**src/rtl/fetch_pkg.sv**
```systemverilog
// fetch_pkg: types and constants shared by the instruction fetch block.
//   fetch_state_e : fetch FSM state encoding (IDLE, RUN, HALT)
//   PC_W          : word-address width of the instruction memory
//   INSTR_W       : instruction width
//   NOP_INSTR     : all-zero word; it halts fetch when FETCH_HALT_ON_ZERO_EN is defined
//   pc_next()     : PC increment, wraps modulo 2**PC_W
package fetch_pkg;

  localparam int unsigned PC_W    = 8;
  localparam int unsigned INSTR_W = 32;

  localparam logic [INSTR_W-1:0] NOP_INSTR = 32'h0;

  typedef enum logic [1:0] {
    IDLE = 2'd0,
    RUN  = 2'd1,
    HALT = 2'd2
  } fetch_state_e;

  // 255 -> 0 carries out of the top bit and the carry is dropped; no flag.
  function automatic logic [PC_W-1:0] pc_next(input logic [PC_W-1:0] pc);
    return pc + 1'b1;
  endfunction

endpackage

```
**src/rtl/fetch_buf.sv**
```systemverilog
// fetch_buf: one-entry output register between fetch and decode.
// Ports:
//   clk, rst_n      : clock, synchronous active-low reset
//   load            : capture in_instruction/in_pc and mark the entry valid
//   flush           : drop the entry (valid -> 0); wins over load
//   ready           : downstream accepts the entry when valid && ready
//   in_instruction  : instruction to capture
//   in_pc           : address of in_instruction
//   valid           : entry holds an instruction
//   instruction, pc : held instruction and its address
module fetch_buf
  import fetch_pkg::*;
(
  input  logic               clk,
  input  logic               rst_n,
  input  logic               load,
  input  logic               flush,
  input  logic               ready,
  input  logic [INSTR_W-1:0] in_instruction,
  input  logic [PC_W-1:0]    in_pc,
  output logic               valid,
  output logic [INSTR_W-1:0] instruction,
  output logic [PC_W-1:0]    pc
);

  always_ff @(posedge clk) begin
    if (!rst_n) begin
      valid       <= 1'b0;
      instruction <= '0;
      pc          <= '0;
    end else if (flush) begin
      // Data is left in place; only valid matters once flushed.
      valid <= 1'b0;
    end else if (load) begin
      valid       <= 1'b1;
      instruction <= in_instruction;
      pc          <= in_pc;
    end else if (valid && ready) begin
      valid <= 1'b0;
    end
  end

endmodule

```
**src/rtl/fetch_controller.sv**
```systemverilog
// fetch_controller: PC sequencing and fetch FSM feeding a single-entry
// instruction buffer toward decode. The instruction memory is combinational:
// imem_instruction answers imem_pc in the same cycle.
// Optional feature macro: FETCH_HALT_ON_ZERO_EN -- an all-zero fetched word
// halts fetch instead of being delivered.
// Ports:
//   clk, rst_n                      : clock, synchronous active-low reset
//   start                           : leave IDLE and begin fetching
//   imem_pc / imem_instruction      : instruction memory address / data
//   if_valid/if_instruction/if_pc   : fetched instruction toward decode
//   id_ready                        : decode accepts when if_valid && id_ready
//   redirect / redirect_pc          : taken branch/jump and its target
//   busy / halted                   : state is RUN / state is HALT
//
// state | meaning
// ------+---------------------------------------------------------------
// IDLE  | after reset; waits for start, PC holds, redirect ignored
// RUN   | fetching one word per accepted slot
// HALT  | zero word seen (macro builds only); waits for redirect
module fetch_controller
  import fetch_pkg::*;
#(
  parameter logic [PC_W-1:0] RESET_PC = 8'd0
) (
  input  logic               clk,
  input  logic               rst_n,
  input  logic               start,
  output logic [PC_W-1:0]    imem_pc,
  input  logic [INSTR_W-1:0] imem_instruction,
  output logic               if_valid,
  output logic [INSTR_W-1:0] if_instruction,
  output logic [PC_W-1:0]    if_pc,
  input  logic               id_ready,
  input  logic               redirect,
  input  logic [PC_W-1:0]    redirect_pc,
  output logic               busy,
  output logic               halted
);

  fetch_state_e state, state_nxt;
  logic [PC_W-1:0] pc;

  logic redirect_take;
  logic fetch_slot;
  logic zero_hit;
  logic capture;

  // Redirect only acts once fetching has been started.
  assign redirect_take = redirect && (state != IDLE);

  // A fetch slot exists when the buffer is empty or being drained this edge.
  assign fetch_slot = (state == RUN) && !redirect && (!if_valid || id_ready);

`ifdef FETCH_HALT_ON_ZERO_EN
  assign zero_hit = fetch_slot && (imem_instruction == NOP_INSTR);
`else
  assign zero_hit = 1'b0;
`endif

  assign capture = fetch_slot && !zero_hit;

  assign imem_pc = pc;

  // PC register: redirect beats capture; a zero-word halt leaves PC on that word.
  always_ff @(posedge clk) begin
    if (!rst_n) begin
      pc <= RESET_PC;
    end else if (redirect_take) begin
      pc <= redirect_pc;
    end else if (capture) begin
      pc <= pc_next(pc);
    end
  end

  // FSM: state register
  always_ff @(posedge clk) begin
    if (!rst_n) begin
      state <= IDLE;
    end else begin
      state <= state_nxt;
    end
  end

  // FSM: next state
  always_comb begin
    state_nxt = state;
    unique case (state)
      IDLE: if (start) state_nxt = RUN;
      RUN: begin
        if (redirect)      state_nxt = RUN;
        else if (zero_hit) state_nxt = HALT;
      end
      HALT: if (redirect) state_nxt = RUN;
      default: state_nxt = IDLE;
    endcase
  end

  // FSM: outputs
  always_comb begin
    busy = (state == RUN);
`ifdef FETCH_HALT_ON_ZERO_EN
    halted = (state == HALT);
`else
    halted = 1'b0;
`endif
  end

  // A zero-word halt flushes too, so the buffer is empty while halted even
  // when the previous entry is being accepted on that same edge.
  fetch_buf u_fetch_buf (
    .clk            (clk),
    .rst_n          (rst_n),
    .load           (capture),
    .flush          (redirect_take || zero_hit),
    .ready          (id_ready),
    .in_instruction (imem_instruction),
    .in_pc          (pc),
    .valid          (if_valid),
    .instruction    (if_instruction),
    .pc             (if_pc)
  );

endmodule

```
**config.mk**
```make
export PLATFORM = sky130hd
export DESIGN_NAME = fetch_controller
export DESIGN_NICKNAME = d
export VERILOG_FILES = /design/src/rtl/fetch_pkg.sv /design/src/rtl/fetch_buf.sv /design/src/rtl/fetch_controller.sv
export SDC_FILE = /design/constraint.sdc
export NUM_CORES = 1
export LEC_CHECK = 0
export ABC_AREA = 1
export ABC_CLOCK_PERIOD_IN_PS = 1400
export CORE_ASPECT_RATIO = 1.2
export CORE_MARGIN = 2
export CORE_UTILIZATION = 42
export CTS_BUF_LIST = sky130_fd_sc_hd__clkbuf_16
export DETAILED_ROUTE_END_ITERATION = 7
export PLACE_DENSITY = 0.77
export SLEW_MARGIN = 20
export SYNTH_ARGS = -nofsm -noshare
export SYNTH_HDL_FRONTEND = slang
export SYNTH_HIERARCHICAL = 1
export SYNTH_SLANG_ARGS = --single-unit
```
**constraint.sdc**
```tcl
create_clock -name clk -period 1.4 [get_ports clk]
set_input_delay 0.28 -clock clk [delete_from_list [all_inputs] [get_ports clk]]
set_output_delay 0.28 -clock clk [all_outputs]
set_load 0.01 [all_outputs]
```
==> results by group <==
STA
  – Final setup vio count: 0
  – Setup TNS: 0 ps
  – Fin crit share: 94.16%
  – Fin. max-slew vios: 0
  – Min Tclk post-route: 1318 ps
  – RSZ-0062 raised after global routing: no
  – Peak Freq: 758.6 MHz
  – Final Skew: 3.297 ps
  – Hold Violations, Final: 0

Detailed routing
  – Total length of routed met3 wires: 390 um
  – Vias: 2,470
  – ANT nets after route: 0
  – Final WL: 6159 um
  – M1 WL: 2652 um
  – DR iter-0 viols: 162
  – # DRC: 0
  – Routed vias/inst: 4.705
  – Routed len/inst: 11.73 um
  – Top sig layer: met4
  – Detailed-router iteration count before antenna repair: 4
  – Met2 routed WL: 3030 um

Placement
  – Post-DP HPWL: 4341 um
  – Placed Cells: 512
  – Gp weighted congestion: 0.7994
  – PortBufs: 94

CTS
  – CTS tree: yes
  – Root buf cell: clkbuf_16
  – H-tree Lvls: 2
  – Clock buffer depth: 2
  – Inserted Clock Buffers: 5
  – Clock Pin Slew Worst Setup and Hold Paths: 70 ps
  – Clock Latency Late Sink: 280 ps
  – Clock Sinks: 50

Floorplan
  – I/O pin total: 96
  – Initial Util: 44.17%
  – Die width: 72.37 um
  – Core area: 5334 um^2
  – Die H: 86.05 um
  – Die Footprint: 6227 um^2
  – # rows: 29

Outcome
  – Outcome: completed

Layout
  – Final Util: 67.72%
  – Area Growth Syn to Fin: 53.32%
  – Layout net count: 508
  – Layout cells sized above 1: 10.80%
  – Post-route insts no fill: 525
  – N_diodes: 0
  – FILL cells: 469

Setup path
  – Crit. Startpoint: state[0]
  – R2R depth: 7
  – Critical R2R Launch: state[0]
  – Reg2Reg Setup Slack: 80 ps
  – WP data arrival: 1540 ps
  – Critical path capture point type: flip-flop
  – Nature of the critical path startpoint: flip-flop
  – Crit path capture: u_fetch_buf/instruction[10]
  – End of the worst register-to-register path: u_fetch_buf/instruction[10]
  – Crit-path slowest cell: dfxtp_2
  – Critical setup path kind: flip-flop to flip-flop
  – CP Max Fanout: 12
  – Largest stage delay on the critical path: 380 ps
  – Required time of the critical path: 1620 ps
  – Crit-path cells: nand2_2 -> nor2_4 -> inv_2 -> nor2_4 -> bufbuf_16 -> nor2_1 -> nor2_1

Synthesis
  – Post-Synthesis Cell Area: 2356 um^2
  – Sequential area share after synthesis: 42.49%
  – Syn Nets: 402
  – Netlist cell types: 28
  – Most common cell in the netlist: nor2_1
  – Top cell type by total area after synthesis: dfxtp_1
  – Top cells by area, synth: dfxtp_1 (42%), nor2_1 (15%), nand2_1 (10%)
  – Post-Syn Instances: 356
  – Syn_area_per_cell: 6.618 um^2
  – Commonest cells post-synth: nor2_1 (93), nand2_1 (63), inv_1 (51)
  – Post-synth EDFFs: 0
  – Flop and latch count out of synthesis: 50
  – Yosys warning count: 6
  – Synth top area share: 42.49%
  – Ys flop type: dfxtp_1
  – Async set-or-reset flop fraction in the synthesized netlist: 0%

Global route
  – GRT overflow: 0
  – Initial antenna violation count: 0
  – Number of global-route vias before repair: 2,160
  – Overall Global Routing Usage: 19.84%
  – First-pass GRT wire length: 9908 um
  – Pin count of the biggest net entering global routing: 29

Job
  – Max Cap Violations: 0

Power
  – Static Leakage: 1.844 nW
  – Peak supply drop: 0.5932 mV
  – P per Cell Area: 962.7 nW/um^2

Hold path
  – HP Class: input pin to flip-flop
## flip-flops by register name, summed over array words and instances, names as in the netlist
| register | flops |
|---|---|
| imem_pc | 8 |
| state | 1 |
| u_fetch_buf/instruction | 32 |
| u_fetch_buf/pc | 8 |
| u_fetch_buf/valid | 1 |
## per-layer routing
layer  up-vias  track usage [%]
met5         -                0
met2        78            34.53
met1      1100            24.47
met3         8            4.348
li1       1284                -
met4         0            5.556
## stage by stage
step                      hold WS [ps]  cell area (um^2)  power [mW]  worst slack [ps]
after floorplan                  377.6              2356       1.967             107.6
after global placement           462.6              3470       2.374            -249.0
after detailed placement         469.8              3470       2.388            -316.2
after CTS                        365.4              3612       3.496             119.9
after global routing             400.7              3612       3.661             2.350
final                            375.4              3612       3.478             81.77
## layout by cell type (no fill, tap or decap), types with 3 or more instances in the layout
cell             Yosys  final
nor2_1              93     92
nand2_1             63     63
dlygate4sd2_1        0     52
inv_1               51     51
nand3_1             47     47
dfxtp_1             50     47
clkdlybuf4s50_1      0     41
buf_4                1     18
buf_12               0      6
o21ai_0              5      5
a21oi_1              5      5
clkbuf_16            0      5
nor2_2               3      3
dfxtp_2              0      3
## layout make-up
class	instances	area, um^2	area share [%]
multi-input combinational	232	1022	28.30
sequential	50	1005	27.81
timing repair buffer	119	1159	32.07
clock inverter	3	16.27	0.4503
clock buffer	5	125.1	3.464
tap	62	77.57	2.148
inverter	54	207.7	5.750
## worst max-delay path: cells and delay by family, from the launching register on
family	cells	cell delay [ps]
buffers and inverters	2	350
and+or+nand+nor	5	510
DFF	1	380
## where the power goes
| part | switching, mW | leakage (nW) | total, mW | internal [mW] |
|---|---|---|---|---|
| logic | 0.356 | 1.37 | 0.745 | 0.389 |
| clock network | 0.511 | 0.0672 | 1.16 | 0.653 |
| registers | 0.0525 | 0.411 | 1.57 | 1.52 |
## kinds of logic after synthesis
| kind of cell | Yosys count | synth area share [%] |
|---|---|---|
| simple gates | 213 | 37.81 |
| fa+ha+maj | 1 | 0.5310 |
| compound gates | 16 | 4.195 |
| flops | 50 | 42.49 |
| xor+xnor | 1 | 0.3718 |
| buf+inv | 74 | 14.44 |
| other cells | 1 | 0.1592 |
## worst min-delay path by stage
stage                     slack (ps)  cells after the start                           to                         from
after floorplan                  380                      2                   imem_pc[3]                        rst_n
after global placement           460                      2  u_fetch_buf/instruction[23]  u_fetch_buf/instruction[23]
after detailed placement         470                      2  u_fetch_buf/instruction[24]  u_fetch_buf/instruction[24]
after CTS                        370                      3                   imem_pc[3]                        rst_n
after global routing             400                      3            u_fetch_buf/pc[6]                        rst_n
final                            380                      3                   imem_pc[3]                        rst_n
## repair_timing
| action | 4_1_cts | 5_1_grt |
|---|---|---|
| gates resized for setup | 55 | 0 |
| hold buffers | 0 | 0 |
| setup endpoints to repair | 65 | 0 |
| setup buffers | 4 | 0 |
Note: power is estimated with default switching activity, not from simulation.
